$ cat config.mk
export PLATFORM = sky130hd
export DESIGN_NAME = regfile_operand_reader
export DESIGN_NICKNAME = d
export VERILOG_FILES = /design/src/rtl/cpu_regs_pkg.sv /design/src/rtl/regfile_bypass_mux.sv /design/src/rtl/regfile_operand_reader.sv
export SDC_FILE = /design/constraint.sdc
export NUM_CORES = 1
export LEC_CHECK = 0
export BUFFER_PORTS_ARGS = -buffer_cell sky130_fd_sc_hd__buf_2
export CAP_MARGIN = 25
export CORE_MARGIN = 5
export CORE_UTILIZATION = 53
export DETAILED_ROUTE_END_ITERATION = 16
export PLACE_DENSITY = 0.83
export SLEW_MARGIN = 20
export SYNTH_ARGS = -nofsm -noshare
export SYNTH_HDL_FRONTEND = slang
export SYNTH_SLANG_ARGS = --single-unit
$ cat constraint.sdc
create_clock -name clk -period 3.3 [get_ports clk]
set_clock_uncertainty 0.2 [all_clocks]
set_input_delay 0.66 -clock clk [delete_from_list [all_inputs] [get_ports clk]]
set_output_delay 0.66 -clock clk [all_outputs]
set_load 0.03 [all_outputs]
$ cat src/rtl/cpu_regs_pkg.sv
// Shared register-file constants, operand mask layout and operand-reader state encoding.
package cpu_regs_pkg;

    localparam int unsigned ADDR_W    = 4;
    localparam int unsigned PC_IDX    = 15;
    localparam int unsigned PC_OFFSET = 8;

    localparam int unsigned OPB_RN = 0;
    localparam int unsigned OPB_RM = 1;
    localparam int unsigned OPB_RS = 2;

    typedef enum logic [1:0] {
        StIdle,
        StRead,
        StCapt,
        StDone
    } rd_state_e;

    // One-hot of the lowest set operand-enable bit (zero if none).
    function automatic logic [2:0] lowest_bit(input logic [2:0] m);
        return m & (~m + 3'd1);
    endfunction

endpackage

$ cat src/rtl/regfile_bypass_mux.sv
// Capture-cycle operand select: PC substitute, live writeback, pending bypass, then bank data.
module regfile_bypass_mux
    import cpu_regs_pkg::*;
#(
    parameter int unsigned DATA_W    = 32,
    parameter int unsigned ADDR_W    = cpu_regs_pkg::ADDR_W,
    parameter int unsigned PC_IDX    = cpu_regs_pkg::PC_IDX,
    parameter int unsigned PC_OFFSET = cpu_regs_pkg::PC_OFFSET
) (
    input  logic [ADDR_W-1:0] idx_i,
    input  logic [DATA_W-1:0] pc_i,
    input  logic              wb_en_i,
    input  logic [ADDR_W-1:0] wb_addr_i,
    input  logic [DATA_W-1:0] wb_data_i,
    input  logic              byp_valid_i,
    input  logic [DATA_W-1:0] byp_data_i,
    input  logic [DATA_W-1:0] rd_data_i,
    output logic [DATA_W-1:0] operand_o
);

    localparam logic [ADDR_W-1:0] PcIdx = ADDR_W'(PC_IDX);
    localparam logic [DATA_W-1:0] PcOff = DATA_W'(PC_OFFSET);

    always_comb begin
        operand_o = rd_data_i;
        if (idx_i == PcIdx) begin
            operand_o = pc_i + PcOff;
        end else if (wb_en_i && (wb_addr_i == idx_i)) begin
            operand_o = wb_data_i;
        end else if (byp_valid_i) begin
            operand_o = byp_data_i;
        end
    end

endmodule

$ cat src/rtl/regfile_operand_reader.sv
// Sequential Rn/Rm/Rs operand fetch over one synchronous bank read port, with PC
// substitution and writeback bypass, handing operands to execute via valid/ready.
module regfile_operand_reader
    import cpu_regs_pkg::*;
#(
    parameter int unsigned DATA_W    = 32,
    parameter int unsigned ADDR_W    = cpu_regs_pkg::ADDR_W,
    parameter int unsigned PC_IDX    = cpu_regs_pkg::PC_IDX,
    parameter int unsigned PC_OFFSET = cpu_regs_pkg::PC_OFFSET
) (
    input  logic              clk,
    input  logic              reset,
    input  logic              req_valid,
    output logic              req_ready,
    input  logic [ADDR_W-1:0] req_rn,
    input  logic [ADDR_W-1:0] req_rm,
    input  logic [ADDR_W-1:0] req_rs,
    input  logic [2:0]        req_mask,
    input  logic [DATA_W-1:0] req_pc,
    output logic              rf_rd_en,
    output logic [ADDR_W-1:0] rf_rd_addr,
    input  logic [DATA_W-1:0] rf_rd_data,
    input  logic              wb_en,
    input  logic [ADDR_W-1:0] wb_addr,
    input  logic [DATA_W-1:0] wb_data,
    output logic              op_valid,
    input  logic              op_ready,
    output logic [DATA_W-1:0] op_rn,
    output logic [DATA_W-1:0] op_rm,
    output logic [DATA_W-1:0] op_rs
);

    localparam logic [ADDR_W-1:0] PcIdx = ADDR_W'(PC_IDX);

    rd_state_e         state_q, state_d;
    logic [2:0]        mask_q, mask_d;
    logic [ADDR_W-1:0] rn_q, rn_d, rm_q, rm_d, rs_q, rs_d;
    logic [DATA_W-1:0] pc_q, pc_d;
    logic              byp_valid_q, byp_valid_d;
    logic [DATA_W-1:0] byp_data_q, byp_data_d;
    logic [DATA_W-1:0] op_rn_q, op_rn_d, op_rm_q, op_rm_d, op_rs_q, op_rs_d;
    logic              rd_en_q, rd_en_d;
    logic [ADDR_W-1:0] rd_addr_q, rd_addr_d;

    logic [2:0]        sel_oh, mask_clr;
    logic [ADDR_W-1:0] sel_idx, iss_idx;
    logic [DATA_W-1:0] capt_val;

    function automatic logic [ADDR_W-1:0] pick_idx(input logic [2:0] oh,
                                                   input logic [ADDR_W-1:0] rn,
                                                   input logic [ADDR_W-1:0] rm,
                                                   input logic [ADDR_W-1:0] rs);
        if (oh[OPB_RN]) return rn;
        if (oh[OPB_RM]) return rm;
        return rs;
    endfunction

    assign sel_oh   = lowest_bit(mask_q);
    assign sel_idx  = pick_idx(sel_oh, rn_q, rm_q, rs_q);
    assign mask_clr = mask_q & ~sel_oh;

    regfile_bypass_mux #(
        .DATA_W   (DATA_W),
        .ADDR_W   (ADDR_W),
        .PC_IDX   (PC_IDX),
        .PC_OFFSET(PC_OFFSET)
    ) u_bypass_mux (
        .idx_i      (sel_idx),
        .pc_i       (pc_q),
        .wb_en_i    (wb_en),
        .wb_addr_i  (wb_addr),
        .wb_data_i  (wb_data),
        .byp_valid_i(byp_valid_q),
        .byp_data_i (byp_data_q),
        .rd_data_i  (rf_rd_data),
        .operand_o  (capt_val)
    );

    always_comb begin
        state_d     = state_q;
        mask_d      = mask_q;
        rn_d        = rn_q;
        rm_d        = rm_q;
        rs_d        = rs_q;
        pc_d        = pc_q;
        byp_valid_d = byp_valid_q;
        byp_data_d  = byp_data_q;
        op_rn_d     = op_rn_q;
        op_rm_d     = op_rm_q;
        op_rs_d     = op_rs_q;
        rd_en_d     = 1'b0;
        rd_addr_d   = '0;
        iss_idx     = '0;
        unique case (state_q)
            StIdle: begin
                if (req_valid) begin
                    rn_d        = req_rn;
                    rm_d        = req_rm;
                    rs_d        = req_rs;
                    mask_d      = req_mask;
                    pc_d        = req_pc;
                    op_rn_d     = '0;
                    op_rm_d     = '0;
                    op_rs_d     = '0;
                    byp_valid_d = 1'b0;
                    if (req_mask == 3'b000) begin
                        state_d = StDone;
                    end else begin
                        state_d   = StRead;
                        iss_idx   = pick_idx(lowest_bit(req_mask), req_rn, req_rm, req_rs);
                        rd_en_d   = (iss_idx != PcIdx);
                        rd_addr_d = rd_en_d ? iss_idx : '0;
                    end
                end
            end
            StRead: begin
                // Bank returns old data on read-during-write, so hold the new value aside.
                if (wb_en && (wb_addr == sel_idx) && (sel_idx != PcIdx)) begin
                    byp_valid_d = 1'b1;
                    byp_data_d  = wb_data;
                end
                state_d = StCapt;
            end
            StCapt: begin
                if (sel_oh[OPB_RN]) op_rn_d = capt_val;
                if (sel_oh[OPB_RM]) op_rm_d = capt_val;
                if (sel_oh[OPB_RS]) op_rs_d = capt_val;
                mask_d      = mask_clr;
                byp_valid_d = 1'b0;
                if (mask_clr != 3'b000) begin
                    state_d   = StRead;
                    iss_idx   = pick_idx(lowest_bit(mask_clr), rn_q, rm_q, rs_q);
                    rd_en_d   = (iss_idx != PcIdx);
                    rd_addr_d = rd_en_d ? iss_idx : '0;
                end else begin
                    state_d = StDone;
                end
            end
            StDone: begin
                if (op_ready) state_d = StIdle;
            end
            default: state_d = StIdle;
        endcase
    end

    always_ff @(posedge clk) begin
        if (reset) begin
            state_q     <= StIdle;
            mask_q      <= '0;
            rn_q        <= '0;
            rm_q        <= '0;
            rs_q        <= '0;
            pc_q        <= '0;
            byp_valid_q <= 1'b0;
            byp_data_q  <= '0;
            op_rn_q     <= '0;
            op_rm_q     <= '0;
            op_rs_q     <= '0;
            rd_en_q     <= 1'b0;
            rd_addr_q   <= '0;
        end else begin
            state_q     <= state_d;
            mask_q      <= mask_d;
            rn_q        <= rn_d;
            rm_q        <= rm_d;
            rs_q        <= rs_d;
            pc_q        <= pc_d;
            byp_valid_q <= byp_valid_d;
            byp_data_q  <= byp_data_d;
            op_rn_q     <= op_rn_d;
            op_rm_q     <= op_rm_d;
            op_rs_q     <= op_rs_d;
            rd_en_q     <= rd_en_d;
            rd_addr_q   <= rd_addr_d;
        end
    end

    assign req_ready  = (state_q == StIdle);
    assign op_valid   = (state_q == StDone);
    assign rf_rd_en   = rd_en_q;
    assign rf_rd_addr = rd_addr_q;
    assign op_rn      = op_rn_q;
    assign op_rm      = op_rm_q;
    assign op_rs      = op_rs_q;

endmodule

==> metrics list <==
- The run finished with clean final reports.
- Max-cap violations: 0
- Nets: 1,280
- Along the worst path, the maximum fanout reaches 21.
* Resized cells post-CTS: 0
- Synthesis produced a netlist whose cell count is 953.
- The later pin in the worst-skew pair is clocked with a latency of 0.44 ns.
* Proportion of netlist area held by the largest area contributor: 43.7%
* Max-slew violations: 0
* Path depth of the worst reg2reg path: 7
* Average via count per standard cell: 6.00
- Number of nets with antenna violations after routing: 0
* Portion of the post-synthesis area used by sequential elements: 43.7%
- Average detailed-routed wire length per instance: 19.9 um
- Capturing point of the worst reg2reg path: op_rm[0]
- Counting the fill cells in the layout gives 1,294.
- The initial antenna violation count is 2.
- The H-tree was split into 4 levels.
- The number of hold violations in the final report is 0.
- Setup Viol. Count Final: 0
* Row Count: 46
* Setup repair after global routing missed its margin: no
* Worst R2R Setup Slack: 0.34 ns
* Area occupied by multi-input gates: 4410 um2
- The total area inside the core boundary comes to 15,700 um2.
* Worst voltage drop across the vdd grid: 377 uV
- The root buffer cell chosen for the clock tree is clkbuf_16.
- Total congestion overflow: 0
- The critical path is of the flip-flop to flip-flop type.
- In the routed design, unresolved DRC markers number 0.
- Portion of the clock cycle consumed by the worst path in the final layout: 89.7%
- The worst register-to-register path begins at mask_q[1].
- Summed over all instances, the cell type with the most area after synthesis is dfxtp_1.
- Post-synthesis net count: 1,074
- Compared with the post-synthesis result, the final layout area differs by 22.4%.
- At the pin with the least slew margin, the transition time is 1.11 ns.
- Number of global-route vias before repair: 7,797
- Gp weighted congestion: 0.955
* Final total negative setup slack: 0 ns
* Count of flip-flops with a built-in enable after synthesis: 0
* Path type of the worst min-delay path: flip-flop to flip-flop
* Maximum count of clock buffers along a single path: 2
- Mean instance size in the synthesized netlist: 8.79 um2
* Worst hold stages: 2
- Top-level port count: 223
- Critical Path RT: 3.40 ns
- Based on the critical path, the design can be clocked at up to 338 MHz.
* Share of final-layout standard cells stronger than drive strength 1: 27.7%
- In this run the horizontal extent of the chip is 136 um.
- The routed design could run at a clock period as short as 2.96 ns.
* Proportion of synthesized flip-flops having asynchronous set or reset: 0%
- Tot GR Track Use: 29.6%
- Cell area after technology mapping: 8380 um2
* Die area: 18,400 um2
- For this design the static power due to leakage is 4.22 nW.
* Overall routed net length: 27,700 um
- STA classifies the critical path startpoint as a flip-flop.
- CP Capture Type: flip-flop
- Number of DRC markers after the initial detailed-route iteration: 923
- During synthesis, Yosys emitted a total of 0 warnings.
- Detailed placement finished with a half-perimeter wire length of 20,400 um.
- Clock transition at the register clock pins on the worst setup and hold paths after CTS: 0.07 ns
- The initial utilization of the core area, before any placement, comes to 53.3%.
- Top flip-flop cell by instance count after synthesis: dfxtp_1
- TritonCTS built the clock tree.
- Maximum number of pins on one net before global-route repair: 56
* Wire length of the first global-routing pass: 42,600 um
* DRT Pass-1 Iters: 7
* Via count of the routed design: 8,326
* Register bit count reported by yosys: 183
- Across all hold checks on the routed design, the worst slack comes to 0.244 ns.
* Vertical die dimension: 136 um
- CTS saw 183 sinks.
- The worst hold path terminates at op_rn[5].
- Hold-fix buffers, CTS: 0
- Clock tree synthesis inserted a total of 17 buffers.
- Across the whole layout, storage elements account for 3660 um2.
- Post-CTS Setup Inserts: 0
* Worst EP arrival: 3.06 ns
- Pwr dens: 465 nW/um2
- After synthesis, the cell types taking the most area are dfxtp_1 44%, mux2i_1 8.4%, nand2_1 7.8%.
- Worst slew slack as a fraction of its limit: 25.4%
- Number of buffers added on ports: 222
* Yosys cell types: 59
- Hold_sp: op_rn[5]
==> cells in the mapped netlist, drive strengths merged (3+ instances only) <==
cell / count
xor2: 14
or2: 4
nor2: 80
nand4: 12
a221o: 12
o31ai: 11
a311o: 3
or3: 6
nor2b: 7
nor3: 16
xnor2: 12
o211ai: 5
o221ai: 23
a32oi: 8
clkbuf: 44
a221oi: 5
nand3: 20
a211o: 4
a21oi: 57
nand2: 175
and2: 6
nor4: 13
a211oi: 5
mux2i: 71
dfxtp: 183
a32o: 6
a22oi: 23
buf: 19
inv: 5
mux2: 28
o21ai: 46
a31oi: 10
o22ai: 5
==> state kept, by name, indices dropped and copies added (netlist names) <==
signal,count
byp_data_q,32
byp_valid_q,1
mask_q,3
op_rm,32
op_rn,32
op_rs,32
pc_q,32
rf_rd_addr,4
rf_rd_en,1
rm_q,4
rn_q,4
rs_q,4
state_q,2
==> cells in the final DEF (no fill, tap or decap), types with 14 or more instances in the layout <==
master	count
buf_2	222
o221ai_1	23
nand2_1	173
nand3_1	20
mux2_2	24
a22oi_1	23
nor3_1	15
clkbuf_16	17
buf_4	25
o21ai_0	34
a21oi_1	57
mux2i_1	70
nor2_1	76
dfxtp_1	182
xor2_1	14
==> area by class of cell <==
| type | instances | share of cell area (%) |
|---|---|---|
| inverters | 5 | 0.183 |
| multi-input cells | 702 | 43.0 |
| clock buffers | 18 | 4.19 |
| flip-flops and latches | 183 | 35.8 |
| repair buffers | 250 | 13.2 |
| clock inverters | 12 | 0.940 |
| diodes | 2 | 0.0488 |
| well taps | 216 | 2.64 |
==> worst max-delay path, stage by stage, from the launching register on <==
cell     delay (ns)
dfxtp_1        0.58
mux2i_1        0.19
a211o_1        0.35
and4_1         0.34
nand2_4        0.38
buf_4          0.32
mux2i_1        0.31
o21ai_0        0.14
==> logic make-up (layout without fill, tap and decap cells) <==
family | after synthesis | count (layout) | synth area share [%]
mux | 99 | 99 | 12.5
simple gates | 348 | 348 | 18.5
fa+ha+maj | 1 | 1 | 0.149
other cells | 0 | 2 | 0
xor+xnor | 26 | 26 | 2.72
flops | 183 | 183 | 43.7
compound gates | 228 | 228 | 18.6
buf+inv | 68 | 285 | 3.78
==> layer usage <==
layer | share of wire (%) | up-vias | track usage [%]
li1 | - | 3870 | -
met1 | 41 | 3878 | 39.9
met2 | 46 | 508 | 47.0
met3 | 10 | 70 | 5.98
met4 | 3.2 | 0 | 11.4
met5 | 0 | - | 0
==> power by group <==
| part | leakage, nW | internal, W | switching [W] | total (W) |
|---|---|---|---|---|
| clock network | 0.246 | 0.000964 | 0.000886 | 0.00185 |
| registers | 1.48 | 0.00227 | 0.0000765 | 0.00234 |
| logic | 2.49 | 0.000211 | 0.000360 | 0.000571 |
| total | 4.22 | 0.00344 | 0.00132 | 0.00477 |
==> stage by stage <==
stage	utilization (%)	area, um2	setup WS (ns)	cells	power (W)
2_1_floorplan	-	8380	0.687	953	0.00272
3_3_place_gp	61.8	9700	0.372	1355	0.00294
3_5_place_dp	61.8	9720	0.339	1356	0.00295
4_1_cts	65.2	10200	0.366	1386	0.00476
5_1_grt	65.2	10200	0.139	1388	0.00493
6_report	65.2	10200	0.340	1388	0.00477
==> how the worst max path moves through the flow <==
stage | from | endpoint | slack, ns | cells past startpoint
2_1_floorplan | wb_addr[2] | byp_data_q[2] | 0.69 | 7
3_3_place_gp | wb_addr[2] | op_rm[21] | 0.37 | 7
3_5_place_dp | wb_addr[2] | op_rs[0] | 0.34 | 8
4_1_cts | mask_q[1] | op_rm[21] | 0.37 | 6
5_1_grt | mask_q[1] | op_rn[18] | 0.14 | 7
6_report | mask_q[1] | op_rm[0] | 0.34 | 7
(Power assumes the default switching activity.)
